==> src/rtl/dbchecker_ctrl_master.sv <==
// AXI-Lite initiator for the DBChecker control port: one command in, one AXI-Lite transaction out, one response back.
// Optional hung-slave watchdog enabled by defining DBC_CTRL_TIMEOUT_EN.
module dbchecker_ctrl_master #(
    parameter int          ADDR_WIDTH     = 32,
    parameter int          DATA_WIDTH     = 32,
    parameter logic [2:0]  PROT           = 3'b000,
    parameter int          TIMEOUT_CYCLES = 1024
) (
    input  logic                      clock,
    input  logic                      reset,
    input  logic                      cmd_valid,
    output logic                      cmd_ready,
    input  logic                      cmd_write,
    input  logic [ADDR_WIDTH-1:0]     cmd_addr,
    input  logic [DATA_WIDTH-1:0]     cmd_wdata,
    input  logic [DATA_WIDTH/8-1:0]   cmd_wstrb,
    output logic                      rsp_valid,
    input  logic                      rsp_ready,
    output logic [DATA_WIDTH-1:0]     rsp_rdata,
    output logic [1:0]                rsp_resp,
    output logic                      rsp_timeout,
    output logic [ADDR_WIDTH-1:0]     m_axil_ctrl_awaddr,
    output logic [2:0]                m_axil_ctrl_awprot,
    output logic                      m_axil_ctrl_awvalid,
    input  logic                      m_axil_ctrl_awready,
    output logic [DATA_WIDTH-1:0]     m_axil_ctrl_wdata,
    output logic [DATA_WIDTH/8-1:0]   m_axil_ctrl_wstrb,
    output logic                      m_axil_ctrl_wvalid,
    input  logic                      m_axil_ctrl_wready,
    input  logic [1:0]                m_axil_ctrl_bresp,
    input  logic                      m_axil_ctrl_bvalid,
    output logic                      m_axil_ctrl_bready,
    output logic [ADDR_WIDTH-1:0]     m_axil_ctrl_araddr,
    output logic [2:0]                m_axil_ctrl_arprot,
    output logic                      m_axil_ctrl_arvalid,
    input  logic                      m_axil_ctrl_arready,
    input  logic [DATA_WIDTH-1:0]     m_axil_ctrl_rdata,
    input  logic [1:0]                m_axil_ctrl_rresp,
    input  logic                      m_axil_ctrl_rvalid,
    output logic                      m_axil_ctrl_rready
);
    localparam int SW = DATA_WIDTH / 8;

    typedef enum logic [2:0] {IDLE, WR, WB, RA, RD, RSP} state_t;

    state_t                state, state_nx;
    logic [ADDR_WIDTH-1:0] addr_q;
    logic [DATA_WIDTH-1:0] wdata_q, rdata_q;
    logic [SW-1:0]         wstrb_q;
    logic [1:0]            resp_q;
    logic                  aw_done, w_done, timeout_q;
    logic                  abort;

`ifdef DBC_CTRL_TIMEOUT_EN
    logic [15:0] wd_cnt;

    // Only IDLE leads into WR/RA, so clearing in IDLE is clearing on entry.
    always_ff @(posedge clock) begin
        if (reset)                   wd_cnt <= '0;
        else if (state == IDLE)      wd_cnt <= '0;
        else if (state != RSP)       wd_cnt <= wd_cnt + 16'd1;
    end

    assign abort = (state inside {WR, WB, RA, RD}) && (wd_cnt == 16'(TIMEOUT_CYCLES - 1));
`else
    assign abort = 1'b0;
`endif

    always_ff @(posedge clock) begin
        if (reset) state <= IDLE;
        else       state <= state_nx;
    end

    always_comb begin
        state_nx            = state;
        cmd_ready           = 1'b0;
        rsp_valid           = 1'b0;
        m_axil_ctrl_awvalid = 1'b0;
        m_axil_ctrl_wvalid  = 1'b0;
        m_axil_ctrl_bready  = 1'b0;
        m_axil_ctrl_arvalid = 1'b0;
        m_axil_ctrl_rready  = 1'b0;
        case (state)
            IDLE: begin
                cmd_ready = 1'b1;
                if (cmd_valid) state_nx = cmd_write ? WR : RA;
            end
            WR: begin
                m_axil_ctrl_awvalid = !aw_done;
                m_axil_ctrl_wvalid  = !w_done;
                if ((aw_done || m_axil_ctrl_awready) && (w_done || m_axil_ctrl_wready))
                    state_nx = WB;
            end
            WB: begin
                m_axil_ctrl_bready = 1'b1;
                if (m_axil_ctrl_bvalid) state_nx = RSP;
            end
            RA: begin
                m_axil_ctrl_arvalid = 1'b1;
                if (m_axil_ctrl_arready) state_nx = RD;
            end
            RD: begin
                m_axil_ctrl_rready = 1'b1;
                if (m_axil_ctrl_rvalid) state_nx = RSP;
            end
            RSP: begin
                rsp_valid = 1'b1;
                if (rsp_ready) state_nx = IDLE;
            end
            default: state_nx = IDLE;
        endcase
        // Watchdog abort wins over any handshake seen in the same cycle
        if (abort) state_nx = RSP;
    end

    always_ff @(posedge clock) begin
        if (reset) begin
            addr_q    <= '0;
            wdata_q   <= '0;
            wstrb_q   <= '0;
            rdata_q   <= '0;
            resp_q    <= '0;
            aw_done   <= 1'b0;
            w_done    <= 1'b0;
            timeout_q <= 1'b0;
        end else begin
            case (state)
                IDLE: if (cmd_valid) begin
                    addr_q    <= cmd_addr;
                    wdata_q   <= cmd_wdata;
                    wstrb_q   <= cmd_wstrb;
                    rdata_q   <= '0;
                    resp_q    <= 2'b00;
                    aw_done   <= 1'b0;
                    w_done    <= 1'b0;
                    timeout_q <= 1'b0;
                end
                WR: begin
                    if (m_axil_ctrl_awready) aw_done <= 1'b1;
                    if (m_axil_ctrl_wready)  w_done  <= 1'b1;
                end
                WB: if (m_axil_ctrl_bvalid) resp_q <= m_axil_ctrl_bresp;
                RD: if (m_axil_ctrl_rvalid) begin
                    rdata_q <= m_axil_ctrl_rdata;
                    resp_q  <= m_axil_ctrl_rresp;
                end
                default: ;
            endcase
            if (abort) begin
                rdata_q   <= '0;
                resp_q    <= 2'b10;
                timeout_q <= 1'b1;
            end
        end
    end

    assign m_axil_ctrl_awaddr = addr_q;
    assign m_axil_ctrl_araddr = addr_q;
    assign m_axil_ctrl_awprot = PROT;
    assign m_axil_ctrl_arprot = PROT;
    assign m_axil_ctrl_wdata  = wdata_q;
    assign m_axil_ctrl_wstrb  = wstrb_q;
    assign rsp_rdata          = rdata_q;
    assign rsp_resp           = resp_q;
    // Never set in the default build, so it reduces to a constant 0
    assign rsp_timeout        = timeout_q;

endmodule

==> config.mk <==
export PLATFORM = sky130hd
export DESIGN_NAME = dbchecker_ctrl_master
export DESIGN_NICKNAME = d
export VERILOG_FILES = /design/src/rtl/dbchecker_ctrl_master.sv
export SDC_FILE = /design/constraint.sdc
export NUM_CORES = 1
export LEC_CHECK = 0
export BUFFER_PORTS_ARGS = -buffer_cell sky130_fd_sc_hd__buf_2
export CAP_MARGIN = 20
export CORE_MARGIN = 10
export CORE_UTILIZATION = 44
export CTS_BUF_LIST = sky130_fd_sc_hd__clkbuf_2
export DETAILED_ROUTE_END_ITERATION = 8
export GPL_TIMING_DRIVEN = 0
export PLACE_DENSITY = 0.82
export SYNTH_ARGS = -nofsm -noshare
export SYNTH_HDL_FRONTEND = slang
export SYNTH_SLANG_ARGS = --single-unit
==> constraint.sdc <==
create_clock -name clock -period 1.95 [get_ports clock]
set_clock_uncertainty 0.05 [all_clocks]
set_input_delay 0.0975 -clock clock [delete_from_list [all_inputs] [get_ports clock]]
set_output_delay 0.0975 -clock clock [all_outputs]
set_load 0.02 [all_outputs]
After elaboration in Yosys (flattened, before gate mapping)
Cells that the tools add are included.
{"block": "classes", "n_mux": 27, "n_eq_ne": 13, "n_reduce_logical": 15}
{"op": "two-way mux 32 bit", "n": 2}
{"op": "case mux 32 bit (2 select lines)", "n": 1}
{"op": "two-way mux 3 bit", "n": 6}
{"op": "case mux 3 bit (6 select lines)", "n": 1}
{"op": "!= test 2 bit (second input constant)", "n": 8}
{"op": "two-way mux 1 bit", "n": 10}
{"op": "AND reduction 3 bit", "n": 3}
{"op": "two-way mux 2 bit", "n": 4}
{"op": "== test 3 x 2 -> 1 bit (second input constant)", "n": 2}
{"op": "== test 3 bit (second input constant)", "n": 2}
{"op": "case mux 2 bit (3 select lines)", "n": 1}
{"op": "AND reduction 6 bit", "n": 1}
{"op": "case mux 1 bit (2 select lines)", "n": 2}
{"op": "AND reduction 4 bit", "n": 1}
{"op": "nonzero test 2 bit", "n": 2}
{"op": "== test 3 x 1 -> 1 bit (second input constant)", "n": 1}
{"op": "logical NOT 3 bit", "n": 1}
{"op": "nonzero test 3 bit", "n": 1}
{"op": "logical NOT 1 bit", "n": 2}
{"op": "logical OR 1 bit", "n": 2}
{"op": "AND reduction 2 bit", "n": 1}
{"op": "logical AND 1 bit", "n": 1}
{"block": "totals", "elab_cells": 63, "inputBits": 114, "regBits": 107, "output_inout_bits": 148}

Longest topological paths before layout
{"block": "logic_depth", "ltp_word": 4, "depth_mapped": 7, "depth_no_buf": 4}

Worst setup path after synthesis
No wires, ideal clock.
{"block": "synth_timing", "path_type": "register to register", "startpoint": "reg state[0]", "endpoint": "reg wdata_q[0] (netlist: m_axil_ctrl_wdata[0])", "synth_period_minus_slack_ns": 1.624, "setup_ns": 0.132, "stages_incl_launch_ff": 8, "required_ns": 1.768, "arrival_ns": 1.442, "path_buffers": 3, "setup_slack_ns": 0.326, "path_cell_list": "dfxtp_1 > buf_2 > nor3_2 > nand2_1 > buf_2 > buf_2 > nand2_1 > a21oi_1"}
{"block": "synth_via", "elab_chain_cells": 2}
{"element": "start: declaration", "line": "46", "text": "state_t state, state_nx;"}
{"element": "start signal: assignment", "line": "71", "text": "else state <= state_nx;"}
{"element": "logical NOT 3 bit", "line": "127", "text": "case (state)"}
{"element": "AND reduction 2 bit (no source line)"}
{"element": "end signal: assignment", "line": "130", "text": "wdata_q <= cmd_wdata;"}
{"element": "end: declaration", "line": "48", "text": "logic [DATA_WIDTH-1:0] wdata_q, rdata_q;"}
No other way between the ends.
A chain may end at the register's enable or synchronous reset.

Worst setup path after layout
{"block": "layout_timing", "startpoint": "reg state[1]", "endpoint": "out m_axil_ctrl_awvalid"}
{"block": "layout_via", "elab_chain_cells": 2}
{"element": "== test 3 x 1 -> 1 bit", "line": "83", "text": "case (state)"}
{"element": "two-way mux 1 bit", "line": "83"}
{"element": "end: declaration", "line": "24", "text": "output logic m_axil_ctrl_awvalid,"}
No other way between the ends.

==> out/metrics.yaml <==
synthTopCellsByCount: "nand2_1, dfxtp_1, a21oi_1, buf_4, nor2_1"
portBuffers: 253
path_cells: "buf_6 > or3b_4 > nor2_4 > buf_6"
synth-edff-count: 0
crit_cells: 4
period_minus_slack_ps: 1900
grt_use_total_pct: 25.3
grt_overflow_total: 0
slew_headroom_pct: 66.2
yosysUniqueCellTypes: 30
status: "finished clean"
fin_nets: 1005
routabilityCongestion: 0.784
critical_path.max_stage_delay_ps: 430
synth_top_cell_area_share_pct: 51.7
startpoint: "state[1]"
place_area_sq_mm: 0.00557
via_per_inst: 4.99
antenna_left: 0
die-area_sq_mm: 0.0137
worstRegToRegCells: 5
yosysTopAreaCell: "dfxtp_1"
post_drt_wl_per_cell_um: 18.0
numCtsBuffers: 9
rrSetupSlack_ps: 110
critPathTopFamily: "simple AND/OR/NAND/NOR gates"
die_h_um: 117
crit_path_top_delay_cell: "or3b_4"
synth.most_common_cell: "nand2_1"
worstPathRequired_ps: 1800
netlist_instances: 504
die_w_um: 117
synth_area_leaders: "dfxtp_1, nand2_1, a21oi_1, buf_4, a22oi_1"
synth-seq-cells: 107
antenna_found_initial: 5
max_freq_ghz: 0.526
regToRegStartpoint: "state[2]"
hold_depth: 3
ys_seq_area_share_pct: 51.7
avgSynthCellArea_sq_um: 8.22
fp-row-count: 35
hold_viol: 0
htree_levels: 3
first_pass_iters: 5
yosys_warnings: 0
worst_pin_slew_ps: 507
syn_area_sq_mm: 0.00415
clkLatencyLatePin_ps: 560
startpoint_type: "flip-flop"
fillers: 648
drive_above_1_share_pct: 38.1
grt_pass1_wl_um: 27400
critPathKind: "reg2out"
boundaryPins: 262
grt_pass1_vias: 5184
syn_to_final_growth_pct: 67.1
setup_viol: 0
drv_cap: 0
drc: 0
power.leakage_nw: 3.42
cts_tree: "done"
dr.first_iter.drc_count: 352
stdcell_area_sq_mm: 0.00693
wl_um: 18300
grt_start_max_net_pins: 19
place_hpwl_um: 11900
rsz0062_at_grt: "true"
r2r-end: "rsp_rdata[9]"
cp.arrival_ps: 1750
floorplan.initialDensity_pct: 45.1
drv_slew: 0
powerDensity_mw_per_mm2: 785
ys_async_sr_fraction_pct: 0
path_clk_slew_ps: 320
vias: 5056
cts.sinks: 107
clock_path_buffers: 2
setup-tns-final_ps: 0
crit_end: "m_axil_ctrl_awvalid"
critPathBufInv: 2
end_kind: "primary output"
fp.coreArea_sq_mm: 0.00920
cp_max_fo: 7
synth_ff_type: "dfxtp_1"
cpMostUsedCell: "buf_6"
clk_root_buffer_cell: "clkbuf_2"
fin_crit_sh_pct: 97.5
ir_worst_vdd_mv: 0.511
hold_path.class: "in2reg"
## cells by family after synthesis
family	count (synthesis)	synth area share, %
buffers and inverters	77	11.7
AOI/OAI and AO/OA	119	16.8
and+or+nand+nor	198	19.2
muxes	2	0.513
other	1	0.0905
DFF	107	51.7
## routing by layer
layer | GRT usage (%) | routed length [um]
met1 | 25.5 | 6450
met2 | 45.1 | 9270
met3 | 11.3 | 2180
met4 | 9.14 | 384
met5 | 0 | 0
## tightest hold or removal path, stage by stage
cell and delay [ps]:
clkbuf_1 220, clkbuf_1 300, nor2_1 140
## through the flow
step	instances	hold WS (ps)	power [mW]	setup WS (ps)	util, %
finish	1013	131	5.44	49.4	75.3
global route	1012	106	5.70	-37.1	75.3
CTS	1004	102	5.35	10.3	74.4
detailed placement	874	294	4.10	216	60.6
global placement	874	288	4.05	278	60.6
floorplan	510	184	3.52	326	-
## registers in the layout (all words and copies together) (netlist names)
signal and flops:
rsp_resp 2, aw_done 1, m_axil_ctrl_wdata 32, m_axil_ctrl_wstrb 4
m_axil_ctrl_araddr 32, w_done 1, rsp_rdata 32, state 3
## report_power, final
group | switching (mW) | total [mW] | internal, mW
Combinational | 1.09 | 1.87 | 0.786
Sequential | 0.123 | 2.50 | 2.37
Clock | 0.759 | 1.07 | 0.309
Total | 1.97 | 5.44 | 3.47
## placed cells by master, fill, tap and decap left out, types with 2 or more instances in the layout
cell type      count
dfxtp_2            3
or3_1              2
buf_4             53
conb_1             7
and2_1             5
a32oi_1            3
clkinv_2           2
clkbuf_1          16
a22oi_1           32
buf_1              2
nand2_1          142
dfxtp_1          104
buf_6              4
buf_2            257
a21oi_1           76
o21ai_0            3
diode_2            6
nor2_1            35
nor2_4             2
dlygate4sd3_1    113
nor3_1             2
clkbuf_2          11
## repair_timing
| action | CTS | global route |
|---|---|---|
| setup endpoints to repair | 4 | 24 |
| pin swaps | 0 | 2 |
| buffers inserted | 1 | 3 |
| resized for setup | 5 | 16 |
| endpoints found under the hold margin | 107 | 0 |
| hold buffers | 113 | 0 |
## layout make-up
cell class	count	area, sq um	share of cell area, %
Tap cell	111	139	2.01
Timing Repair Buffer	370	2440	35.2
Clock inverter	7	76.3	1.10
Multi-Input combinational cell	326	1570	22.6
Sequential cell	107	2150	31.0
Clock buffer	9	45.0	0.650
Buffer	77	498	7.19
Antenna cell	6	15.0	0.217
## how the worst min path moves through the flow
stage / start / to / slack (ps)
final: reset / rsp_rdata[0] / 130
after global routing: reset / m_axil_ctrl_wdata[10] / 110
after CTS: reset / rsp_rdata[0] / 100
after detailed placement: cmd_wdata[13] / m_axil_ctrl_wdata[13] / 290
after global placement: cmd_wdata[23] / m_axil_ctrl_wdata[23] / 290
after floorplan: cmd_wdata[19] / m_axil_ctrl_wdata[19] / 180
Power figures use the tool's default switching activity.
